### src/rtl/msg_sched_pkg.sv
// Shared types and helpers for the msg_sched character-sink scheduler.
package msg_sched_pkg;

  typedef enum logic [1:0] {IDLE, XFER, ESC} state_e;

  localparam logic [7:0] CHR_BSLASH = 8'h5C;
  localparam logic [7:0] CHR_QUOTE  = 8'h22;
  localparam logic [7:0] CHR_X      = 8'h78;

  // Printable ASCII passes through; quote and backslash must be escaped to stay unambiguous.
  function automatic logic needs_escape(input logic [7:0] b);
    return (b < 8'h20) || (b > 8'h7E) || (b == CHR_QUOTE) || (b == CHR_BSLASH);
  endfunction

  function automatic logic [7:0] hex_lc(input logic [3:0] n);
    return (n < 4'd10) ? (8'h30 + {4'h0, n}) : (8'h57 + {4'h0, n});
  endfunction

endpackage

### src/rtl/msg_sched_rr_arb.sv
// Combinational round-robin pick: first set request at or above ptr_i, wrapping.
module msg_sched_rr_arb #(
  parameter int NUM_REQ = 4,
  parameter int IW      = 2
) (
  input  logic [NUM_REQ-1:0] req_i,
  input  logic [IW-1:0]      ptr_i,
  output logic [NUM_REQ-1:0] gnt_o
);

  always_comb begin
    logic          found;
    logic [IW-1:0] idx;
    gnt_o = '0;
    found = 1'b0;
    idx   = '0;
    for (int k = 0; k < NUM_REQ; k++) begin
      idx = IW'((int'(ptr_i) + k) % NUM_REQ);
      if (!found && req_i[idx]) begin
        gnt_o[idx] = 1'b1;
        found      = 1'b1;
      end
    end
  end

endmodule

### src/rtl/msg_sched.sv
// Round-robin message scheduler onto one 8-bit sink; a grant covers a whole message.
// Define MSG_SCHED_ESCAPE_EN to expand non-printable bytes into C-style escape sequences.
module msg_sched
  import msg_sched_pkg::*;
#(
  parameter int NUM_REQ = 4
) (
  input  logic                 clk_ip,
  input  logic                 rst_n_ip,
  input  logic [NUM_REQ-1:0]   req_valid_ip,
  input  logic [NUM_REQ*8-1:0] req_data_ip,
  input  logic [NUM_REQ-1:0]   req_last_ip,
  output logic [NUM_REQ-1:0]   req_ready_op,
  output logic                 out_valid_op,
  output logic [7:0]           out_data_op,
  output logic                 out_last_op,
  input  logic                 out_ready_ip,
  output logic [NUM_REQ-1:0]   grant_op,
  output logic                 busy_op
);

  localparam int IW = (NUM_REQ > 1) ? $clog2(NUM_REQ) : 1;
`ifdef MSG_SCHED_ESCAPE_EN
  localparam bit ESC_EN = 1'b1;
`else
  localparam bit ESC_EN = 1'b0;
`endif

  state_e          state_q, state_d;
  logic [IW-1:0]   ptr_q, ptr_d, gidx_q, gidx_d, arb_idx, ptr_inc;
  logic [NUM_REQ-1:0] arb_gnt;
  logic            ovld_q, ovld_d, olast_q, olast_d;
  logic [7:0]      odata_q, odata_d;
  logic [2:0][7:0] esc_q, esc_d;        // pending escape chars, [0] goes out next
  logic [1:0]      esc_cnt_q, esc_cnt_d;
  logic            esc_last_q, esc_last_d;
  logic            slot_free, take, in_last;
  logic [7:0]      in_byte;

  msg_sched_rr_arb #(.NUM_REQ(NUM_REQ), .IW(IW)) u_arb (
    .req_i (req_valid_ip),
    .ptr_i (ptr_q),
    .gnt_o (arb_gnt)
  );

  always_comb begin
    arb_idx = '0;
    for (int i = 0; i < NUM_REQ; i++)
      if (arb_gnt[i]) arb_idx = IW'(i);
  end

  assign slot_free = !ovld_q || out_ready_ip;
  assign in_byte   = req_data_ip[{gidx_q, 3'b000} +: 8];
  assign in_last   = req_last_ip[gidx_q];
  assign take      = (state_q == XFER) && slot_free && req_valid_ip[gidx_q];
  assign ptr_inc   = (gidx_q == IW'(NUM_REQ - 1)) ? '0 : gidx_q + IW'(1);

  always_ff @(posedge clk_ip or negedge rst_n_ip) begin
    if (!rst_n_ip) begin
      state_q    <= IDLE;
      ptr_q      <= '0;
      gidx_q     <= '0;
      ovld_q     <= 1'b0;
      odata_q    <= '0;
      olast_q    <= 1'b0;
      esc_q      <= '0;
      esc_cnt_q  <= '0;
      esc_last_q <= 1'b0;
    end else begin
      state_q    <= state_d;
      ptr_q      <= ptr_d;
      gidx_q     <= gidx_d;
      ovld_q     <= ovld_d;
      odata_q    <= odata_d;
      olast_q    <= olast_d;
      esc_q      <= esc_d;
      esc_cnt_q  <= esc_cnt_d;
      esc_last_q <= esc_last_d;
    end
  end

  always_comb begin
    state_d    = state_q;
    ptr_d      = ptr_q;
    gidx_d     = gidx_q;
    ovld_d     = ovld_q && !out_ready_ip;
    odata_d    = odata_q;
    olast_d    = olast_q;
    esc_d      = esc_q;
    esc_cnt_d  = esc_cnt_q;
    esc_last_d = esc_last_q;
    case (state_q)
      IDLE: if (|req_valid_ip) begin
        state_d = XFER;
        gidx_d  = arb_idx;
      end
      XFER: if (take) begin
        ovld_d     = 1'b1;
        esc_last_d = in_last;
        if (ESC_EN && needs_escape(in_byte)) begin
          odata_d = CHR_BSLASH;
          olast_d = 1'b0;
          state_d = ESC;
          if (in_byte == CHR_BSLASH || in_byte == CHR_QUOTE) begin
            esc_d     = {16'h0000, in_byte};
            esc_cnt_d = 2'd1;
          end else begin
            esc_d     = {hex_lc(in_byte[3:0]), hex_lc(in_byte[7:4]), CHR_X};
            esc_cnt_d = 2'd3;
          end
        end else begin
          odata_d = in_byte;
          olast_d = in_last;
          if (in_last) begin
            state_d = IDLE;
            ptr_d   = ptr_inc;
          end
        end
      end
      ESC: if (slot_free) begin
        ovld_d    = 1'b1;
        odata_d   = esc_q[0];
        esc_d     = {8'h00, esc_q[2:1]};
        esc_cnt_d = esc_cnt_q - 2'd1;
        olast_d   = esc_last_q && (esc_cnt_q == 2'd1);
        if (esc_cnt_q == 2'd1) begin
          state_d = esc_last_q ? IDLE : XFER;
          if (esc_last_q) ptr_d = ptr_inc;
        end
      end
      default: state_d = IDLE;
    endcase
  end

  always_comb begin
    req_ready_op = '0;
    grant_op     = '0;
    busy_op      = (state_q != IDLE);
    if (state_q != IDLE) grant_op[gidx_q] = 1'b1;
    if (state_q == XFER) req_ready_op[gidx_q] = slot_free;
  end

  assign out_valid_op = ovld_q;
  assign out_data_op  = odata_q;
  assign out_last_op  = olast_q;

endmodule

### config.mk
export PLATFORM = sky130hd
export DESIGN_NAME = msg_sched
export DESIGN_NICKNAME = d
export VERILOG_FILES = /design/src/rtl/msg_sched_pkg.sv /design/src/rtl/msg_sched_rr_arb.sv /design/src/rtl/msg_sched.sv
export SDC_FILE = /design/constraint.sdc
export NUM_CORES = 1
export LEC_CHECK = 0
export CAP_MARGIN = 20
export CORE_UTILIZATION = 40
export DETAILED_ROUTE_END_ITERATION = 6
export PLACE_DENSITY_LB_ADDON = 0.25
export SYNTH_ARGS = -nofsm -noshare
export SYNTH_HDL_FRONTEND = slang
export SYNTH_SLANG_ARGS = --single-unit
### constraint.sdc
create_clock -name clk_ip -period 5.2 [get_ports clk_ip]
set_input_delay 1.04 -clock clk_ip [delete_from_list [all_inputs] [get_ports clk_ip]]
set_output_delay 1.04 -clock clk_ip [all_outputs]
set_load 0.01 [all_outputs]
# Yosys cells after proc, flatten, opt, wreduce, memory -nomap -nowiden
# Index checks and enable logic that the tools add are counted.
# op_classes
add_sub_neg,5
n_reduce_logical,28
magnitude_cmp,10
muxes,57
n_shift,1
n_eq_ne,10
n_bitwise,4
# op_table
op,count
variable part select 32 x 6 -> 8 bit,1
2-to-1 mux 2 bit,13
2-to-1 mux 4 bit,6
2-to-1 mux 1 bit,20
2-to-1 mux 8 bit,2
one-hot mux 8 bit (2 select lines),1
less-than comparator 2 x 3 -> 1 bit (second input constant),5
binary-select mux 1 bit (select 2 bit),6
logical AND 1 bit,12
inequality test 2 bit (second input constant),6
OR 4 bit,3
demux 1 bit (select 2 bit),5
>= comparator 2 x 1 -> 1 bit (second input constant),5
one-hot mux 2 bit (3 select lines),1
AND reduction 2 bit,3
AND reduction 6 bit,1
logical NOT 1 bit,5
AND reduction 5 bit,1
adder 2 x 1 -> 2 bit (second input constant),2
adder 2 bit (second input constant),2
bitwise AND 4 bit,1
== test 2 x 1 -> 1 bit (second input constant),2
== test 2 bit (second input constant),2
one-hot mux 1 bit (2 select lines),2
other kinds (7),8
# totals
regBits,19
input_bits,43
output_inout_bits,19
wordCells,123

# Logic depth before layout (Yosys ltp)
# Gate-level depths: netlist of run 1.
# logic_depth
depth_word,15
depth_mapped,8

# By module
# Synthesis of run 1 repeated with hierarchy kept, for this count alone.
# unflattened
cells_unflattened,102
area_unflattened_um2,1307.5
# modules_own_cells
module,n_inst,area_each_um2,cells_each
msg_sched,1,969.7,66
msg_sched_rr_arb,1,337.8,36

# Worst setup path after synthesis of run 1
# OpenSTA, ideal clock, no wires.
# synth_timing
path_kind,flip-flop to output port
from,reg gidx_q[0]
to,out req_ready_op[0]
t_arrival_ns,1.451
required_ns,4.160
path_slack_ns,2.709
path_stages_with_launch,5
path_cell_list,dfrtp_1 -> buf_1 -> inv_1 -> ha_1 -> and3_1
# synth_via
elab_chain_cells,6
elab_cells_between_ends,7
# synth_rtl
item,line_no,source
from (decl),msg_sched.sv:30,"logic [IW-1:0] ptr_q, ptr_d, gidx_q, gidx_d, arb_idx, ptr_inc;"
from (signal assigned),msg_sched.sv:72,gidx_q <= gidx_d;
less-than comparator 2 x 3 -> 1 bit (implied by the code) / >= comparator 2 x 1 -> 1 bit (equally long branches),msg_sched.sv:140,if (state_q == XFER) req_ready_op[gidx_q] = slot_free;
logical AND 1 bit (implied by the code),msg_sched.sv:140,
2-to-1 mux 1 bit (implied by the code),msg_sched.sv:140,
demux 1 bit (select 2 bit) *,msg_sched.sv:140,
bitwise AND 4 bit (no line) *,--,
2-to-1 mux 4 bit *,msg_sched.sv:140,
to (decl),msg_sched.sv:13,"output logic [NUM_REQ-1:0] req_ready_op,"
# Mark *: on every way between the ends. The rest lies on a longest branch, timed or not.

# Final worst setup path of run 1
# layout_timing
from,in out_ready_ip
to,out req_ready_op[1]
# layout_via
elab_chain_cells,3
# layout_rtl
item,line_no,source
from (decl),msg_sched.sv:17,"input logic out_ready_ip,"
logical OR 1 bit,msg_sched.sv:52,assign slot_free = !ovld_q || out_ready_ip;
bitwise AND 4 bit (no line),--,
2-to-1 mux 4 bit,msg_sched.sv:140,
# No other way between the ends.

==> results of run 1 <==
final timing paths:
path | from | end | slack, ps | cells past startpoint
setup / recovery | out_ready_ip | req_ready_op[1] | 1750 | 4
hold / removal | out_last_op | out_last_op | 500 | 2
setup reg to reg | ptr_q[0] | gidx_q[0] | 2420 | 7
hold reg to reg | out_last_op | out_last_op | 500 | 2
max in group asynchronous | rst_n_ip | out_data_op[5] | 3630 | 1
min in group asynchronous | rst_n_ip | out_data_op[2] | 1150 | 1
cells in the mapped netlist, types with 2 or more instances:
| cell | count |
|---|---|
| a21oi_1 | 3 |
| nor3_1 | 3 |
| nor2_1 | 3 |
| nand4_1 | 2 |
| nand3_1 | 2 |
| o21ai_0 | 4 |
| nand2_1 | 11 |
| and2_1 | 5 |
| ha_1 | 11 |
| mux2_2 | 9 |
| dfrtp_1 | 15 |
| mux4_2 | 11 |
| mux4_1 | 2 |
| inv_1 | 7 |
| and3_1 | 4 |
power breakdown:
| part | internal [W] | leakage (nW) | switching [W] |
|---|---|---|---|
| sequential | 0.000176 | 0.174 | 0.0000909 |
| combinational | 0.000364 | 0.606 | 0.000236 |
| clock | 0.0000297 | 0.0150 | 0.0000343 |
cell families (layout without fill, tap and decap cells):
| kind of cell | Yosys count | after routing | share of synthesized area (%) |
|---|---|---|---|
| AND/OR/NAND/NOR | 35 | 35 | 14.8 |
| adder cells (fa/ha/maj) | 11 | 11 | 11.0 |
| flip-flops | 15 | 15 | 30.1 |
| multiplexers | 22 | 22 | 32.2 |
| AO/OA/AOI/OAI | 14 | 14 | 7.72 |
| buffers and inverters | 11 | 72 | 4.21 |
per-layer routing:
metal	vias up	track usage [%]	routed length (um)
met4	0	5.44	37
met5	-	0	0
met1	549	22.8	1120
met2	52	35.8	1660
li1	529	-	-
met3	4	2.90	160
cell usage in the layout (no fill, tap or decap), drive strengths merged, types with 4 or more instances in the layout:
cell type,instances
clkdlybuf4s50,61
dfrtp,15
mux4,13
nand2,11
ha,11
mux2,9
inv,7
and2,5
and3,4
o21ai,4
clkbuf,4
critical path: stages:
cell	delay [ps]
clkdlybuf4s50_1	460
nand2b_1	190
and3_1	180
clkdlybuf4s50_1	530
flip-flops by register name, indices dropped and copies added, names as in the netlist:
signal,count
gidx_q,2
out_data_op,8
state_q,1
out_valid_op,1
ptr_q,2
out_last_op,1
cell type report:
type,instances,area [um2]
Clock buffer,4,26.3
Fill cell,229,955
Inverter,7,26.3
Multi-Input combinational cell,82,821
Sequential cell,15,375
Tap cell,31,38.8
Timing Repair Buffer,61,611
per-stage QoR:
| stage | total power (W) | util (%) | area (um2) | instances | setup WS (ps) |
|---|---|---|---|---|---|
| after floorplan | 0.000626 | - | 1250 | 108 | 2710 |
| after global placement | 0.000851 | 65.6 | 1870 | 196 | 1820 |
| after detailed placement | 0.000870 | 65.6 | 1870 | 196 | 1760 |
| after CTS | 0.000936 | 66.5 | 1900 | 200 | 1750 |
| after global routing | 0.00101 | 66.5 | 1900 | 200 | 1700 |
| final | 0.000930 | 66.5 | 1900 | 200 | 1750 |
==> results.txt, run 1 <==
----------------------------------------------------
[Synth]
  Portion of synthesized cell area occupied by the leading cell type ... 30.1%
  Number of nets in the synthesized netlist ... 162
  Primary FF master, synth ... dfrtp_1
  Post-Syn Area per Cell ... 11.6 um2
  Synth unique cells ... 31
  Post-synth design cell area ... 1250 um2
  Leading cell types by total area after synthesis ... dfrtp_1 (30%), mux4_2 (20%), ha_1 (11%)
  Gate Count Post-Synth ... 108
  Proportion of synthesized flip-flops having asynchronous set or reset ... 100%
  Yosys warnings ... 0
  Number of enable-type register cells in the synthesized netlist ... 0
  Library cell occupying the most area in the post-synthesis netlist ... dfrtp_1
  Seq cells post-synth ... 15
  Sequential fraction of the synthesis area ... 30.1%

[Status]
  Status ... complete, but fails checks
  Violations in the final reports ... DRC

[Cells and area]
  Ratio of cells with drive above 1 in the final layout ... 15.4%
  Net count, final ... 224
  # diodes ... 0
  Area delta synth->final ... 52.0%

[Global routing]
  Vias in the first global route ... 1152
  GR Overflow Total ... 0
  Antenna violations before repair ... 0
  Maximum number of pins on one net before global-route repair ... 16
  Global-route wire length before repair ... 5000 um
  Aggregate global-route resource usage ... 19.2%

[Critical path]
  Data arrival time of the critical path ... 2410 ps
  Critical path start-end classification ... in2out
  Type of element capturing the critical path ... output port
  Kind of start point of the critical path ... input port
  Crit path required time ... 4160 ps
  Critical path peak fanout ... 6

[STA]
  Final setup fails ... 0
  Slew margin rel. ... 48.3%
  Setup TNS Final ... 0 ps
  Final worst path period share ... 66.3%
  Number of failing hold endpoints at the final stage ... 0
  Worst clock skew on the final layout ... 9.61 ps
  Final-report max-slew violation count ... 0
  Post-layout min period ... 3450 ps
  Smallest hold slack ... 496 ps
  RSZ-0062 raised after global routing ... false
  Worst-Margin Slew ... 776 ps
  Achievable frequency ... 290 MHz

[Floorplanning]
  Height of the chip ... 57.9 um
  Std-Cell Rows ... 19
  Core box area ... 2850 um2
  Starting utilization of the core area ... 43.8%
  Number of ports placed on the die boundary ... 62
  Die Area ... 3350 um2
  Chip width ... 57.9 um

[Clock network]
  Total CTS buffers ... 3
  Clk root buf ... clkbuf_4
  Hold buffer count at CTS ... 0
  CTS tree ... built
  Total number of H-tree levels ... 1
  Clock slew at reported path FFs ... 90 ps
  Post-CTS Setup Repair Bufs ... 0
  Number of clock sinks ... 15
  Count of cells resized by post-cts repair ... 0
  Maximum clock insertion buffer count ... 2
  Worst skew pair latency ... 280 ps

[Placement]
  Final RePlAce weighted congestion ... 0.808
  DP Wirelength ... 2400 um
  Buffers added on ports ... 61

[Route]
  Average detailed-routed wire length per instance ... 14.9 um
  Starting DRT DRC Count ... 47
  Drt total wl ... 2970 um
  First-pass detailed-route iteration total ... 7
  Drt drc ... 4
  Detail-routed via count per cell ... 5.67
  Via total after detailed routing ... 1134
  Number of nets with antenna violations after routing ... 0

[Min path]
  Worst hold path class ... reg2reg

[Power and ir drop]
  Reported leakage power ... 0.795 nW
  IR Drop Worst-Case VDD ... 0.233 mV
  Power density normalized to cell area ... 490 nW/um2

[Flow run]
  Number of max-cap violations ... 0

----------------------------------------------------
Note: power is estimated with default switching activity, not from simulation.
==> inputs of run 2 (changes only) <==
--- a/config.mk
+++ b/config.mk
@@ -6,7 +6,7 @@
 export NUM_CORES = 1
 export LEC_CHECK = 0
 export CAP_MARGIN = 20
-export CORE_UTILIZATION = 40
+export CORE_UTILIZATION = 36
 export DETAILED_ROUTE_END_ITERATION = 6
 export PLACE_DENSITY_LB_ADDON = 0.25
 export SYNTH_ARGS = -nofsm -noshare
==> constraint.sdc (replaced) <==
create_clock -name clk_ip -period 3 [get_ports clk_ip]
set_input_delay 0.6 -clock clk_ip [delete_from_list [all_inputs] [get_ports clk_ip]]
set_output_delay 0.6 -clock clk_ip [all_outputs]
set_load 0.01 [all_outputs]
==> run 2 against run 1 <==
  * The run now ends clean
  * Register-to-register slack got worse by 2000 ps
  * Combinational power rose by 87%
  * Clock power rose by 73%
  * First-iteration DRC count fell by 60%
  * Worst hold slack improved by 12 ps
  * Critical path depth rose by 3
  * Setup slack got worse by 1400 ps
  * Largest power group unchanged
==> results.txt, run 2 (synthesized netlist as in run 1, its figures left out) <==
----------------------------------------------------
[Critical path]
  Data arrival time of the critical path ... 2760 ps (+350 ps)
  Kind of start point of the critical path ... flip-flop
  Critical path start-end classification ... reg2reg
  Type of element capturing the critical path ... flip-flop
  Critical path peak fanout ... 8 (+2)
  Crit path required time ... 3150 ps (-1010 ps)

[Clock network]
  Maximum clock insertion buffer count ... 2 (unchanged)
  Count of cells resized by post-cts repair ... 0 (unchanged)
  Worst skew pair latency ... 270 ps (about the same)
  Post-CTS Setup Repair Bufs ... 0 (unchanged)
  Hold buffer count at CTS ... 0 (unchanged)
  Number of clock sinks ... 15 (unchanged)
  Total CTS buffers ... 3 (unchanged)
  CTS tree ... built
  Total number of H-tree levels ... 1 (unchanged)
  Clock slew at reported path FFs ... 80 ps (about the same)
  Clk root buf ... clkbuf_4

[Route]
  Drt total wl ... 2960 um (-0.54%)
  Starting DRT DRC Count ... 19 (-60%)
  First-pass detailed-route iteration total ... 4 (-3)
  Average detailed-routed wire length per instance ... 13.6 um (-8.8%)
  Drt drc ... 0 (-4)
  Number of nets with antenna violations after routing ... 0 (unchanged)
  Via total after detailed routing ... 1110 (-2.1%)
  Detail-routed via count per cell ... 5.09 (-10%)

[Global routing]
  Global-route track usage on met3 ... 3.41% (+0.51 points)
  Top Usage Layer GRT ... met2
  GR Overflow Total ... 0 (unchanged)
  Global Route met1 Usage ... 21.0% (-1.9 points)
  Aggregate global-route resource usage ... 16.8% (-2.4 points)
  Vias in the first global route ... 974 (-15%)
  Antenna violations before repair ... 0 (unchanged)
  Global-route wire length before repair ... 4510 um (-9.7%)
  Maximum number of pins on one net before global-route repair ... 16 (unchanged)
  Met2 track demand over resource ... 28.9% (-6.9 points)

[STA]
  Post-layout min period ... 2610 ps
  Worst clock skew on the final layout ... 3.09 ps (-6.53 ps)
  Achievable frequency ... 383 MHz
  Setup TNS Final ... 0 ps (unchanged)
  Final-report max-slew violation count ... 0 (unchanged)
  Slew margin rel. ... 55.8% (+7.6 points)
  Worst-Margin Slew ... 660 ps (-116 ps)
  Final setup fails ... 0 (unchanged)
  Final worst path period share ... 87.1%
  Number of failing hold endpoints at the final stage ... 0 (unchanged)
  Post-route setup slack ... 386 ps (-1370 ps)
  RSZ-0062 raised after global routing ... false

[Floorplanning]
  Number of ports placed on the die boundary ... 62 (unchanged)
  Core box area ... 3340 um2 (+17%)
  Std-Cell Rows ... 21 (+2)
  Chip width ... 60.9 um (+5.2%)
  Starting utilization of the core area ... 37.4% (-6.4 points)
  Die Area ... 3710 um2 (+11%)
  Height of the chip ... 60.9 um (+5.2%)

[Cells and area]
  Most common library cell in the layout ignoring fill and taps ... clkdlybuf4s50_1
  # diodes ... 0 (unchanged)
  Ratio of cells with drive above 1 in the final layout ... 16.9% (+1.5 points)
  Most frequent cells in the layout ... clkdlybuf4s50_1 (61), dfrtp_1 (15), mux4_2 (11), nand2_1 (11), ha_1 (11)
  Area delta synth->final ... 55.3%
  Final core utilization ... 58.1% (-8.4 points)
  Number of flip-flops under the largest register name ... 8 (unchanged)
  Net count, final ... 227 (+1.3%)

[Flow run]
  Number of max-cap violations ... 0 (unchanged)

[Power and ir drop]
  Power density normalized to cell area ... 840 nW/um2 (+71%)
  IR Drop Worst-Case VDD ... 0.360 mV (+54%)
  Reported leakage power ... 0.810 nW (+1.8%)

[Placement]
  Buffers added on ports ... 61 (unchanged)
  Final RePlAce weighted congestion ... 0.801 (-0.95%)
  DP Wirelength ... 2470 um (+2.5%)
  Worst slack at placement ... 301 ps (-1460 ps)

[Min path]
  Worst hold path class ... reg2reg

[Status]
  Status ... finished clean

----------------------------------------------------
run 2: final cells by class:
class | instances | area, um2
tap | 46 | 57.6
multi-input combinational | 82 | 821
sequential | 15 | 375
inverter | 7 | 26.3
clock buffer | 4 | 26.3
fill | 291 | 1400
timing repair buffer | 64 | 633
run 2: through the flow:
step	instances	total power [W]	area, um2	hold slack [ps]
final	218	0.00163	1940	507
after detailed placement	214	0.00153	1910	487
after CTS	218	0.00165	1940	509
after global routing	218	0.00176	1940	534
after global placement	214	0.00150	1910	466
after floorplan	108	0.00109	1250	304
run 2: power by group:
part,switching (W),internal (W),total (W)
registers,0.0000944,0.000306,0.000401
clock network,0.0000592,0.0000515,0.000111
logic,0.000467,0.000650,0.00112
total,0.000621,0.00101,0.00163
run 2: final timing paths:
kind / start / end / slack, ps / depth (start not counted)
max: ptr_q[1] / gidx_q[0] / 390 / 7
min: out_last_op / out_last_op / 510 / 2
max reg2reg: ptr_q[1] / gidx_q[0] / 390 / 7
min reg2reg: out_last_op / out_last_op / 510 / 2
max in group asynchronous: rst_n_ip / gidx_q[0] / 1850 / 1
min in group asynchronous: rst_n_ip / out_data_op[7] / 730 / 1
run 2: worst max-delay path: stages (launching register included):
cell	delay [ps]
dfrtp_1	530
inv_1	130
ha_1	370
mux4_1	660
or3b_1	420
o221ai_2	200
a211o_2	130
o22ai_1	60
run 2: routing by layer:
| metal | wire length, um | share of wire, % | up-vias |
|---|---|---|---|
| met5 | 0 | 0 | - |
| met4 | 26 | 0.88 | 0 |
| met3 | 251 | 8.5 | 2 |
| met2 | 1420 | 48 | 45 |
| met1 | 1260 | 43 | 529 |
| li1 | - | - | 534 |
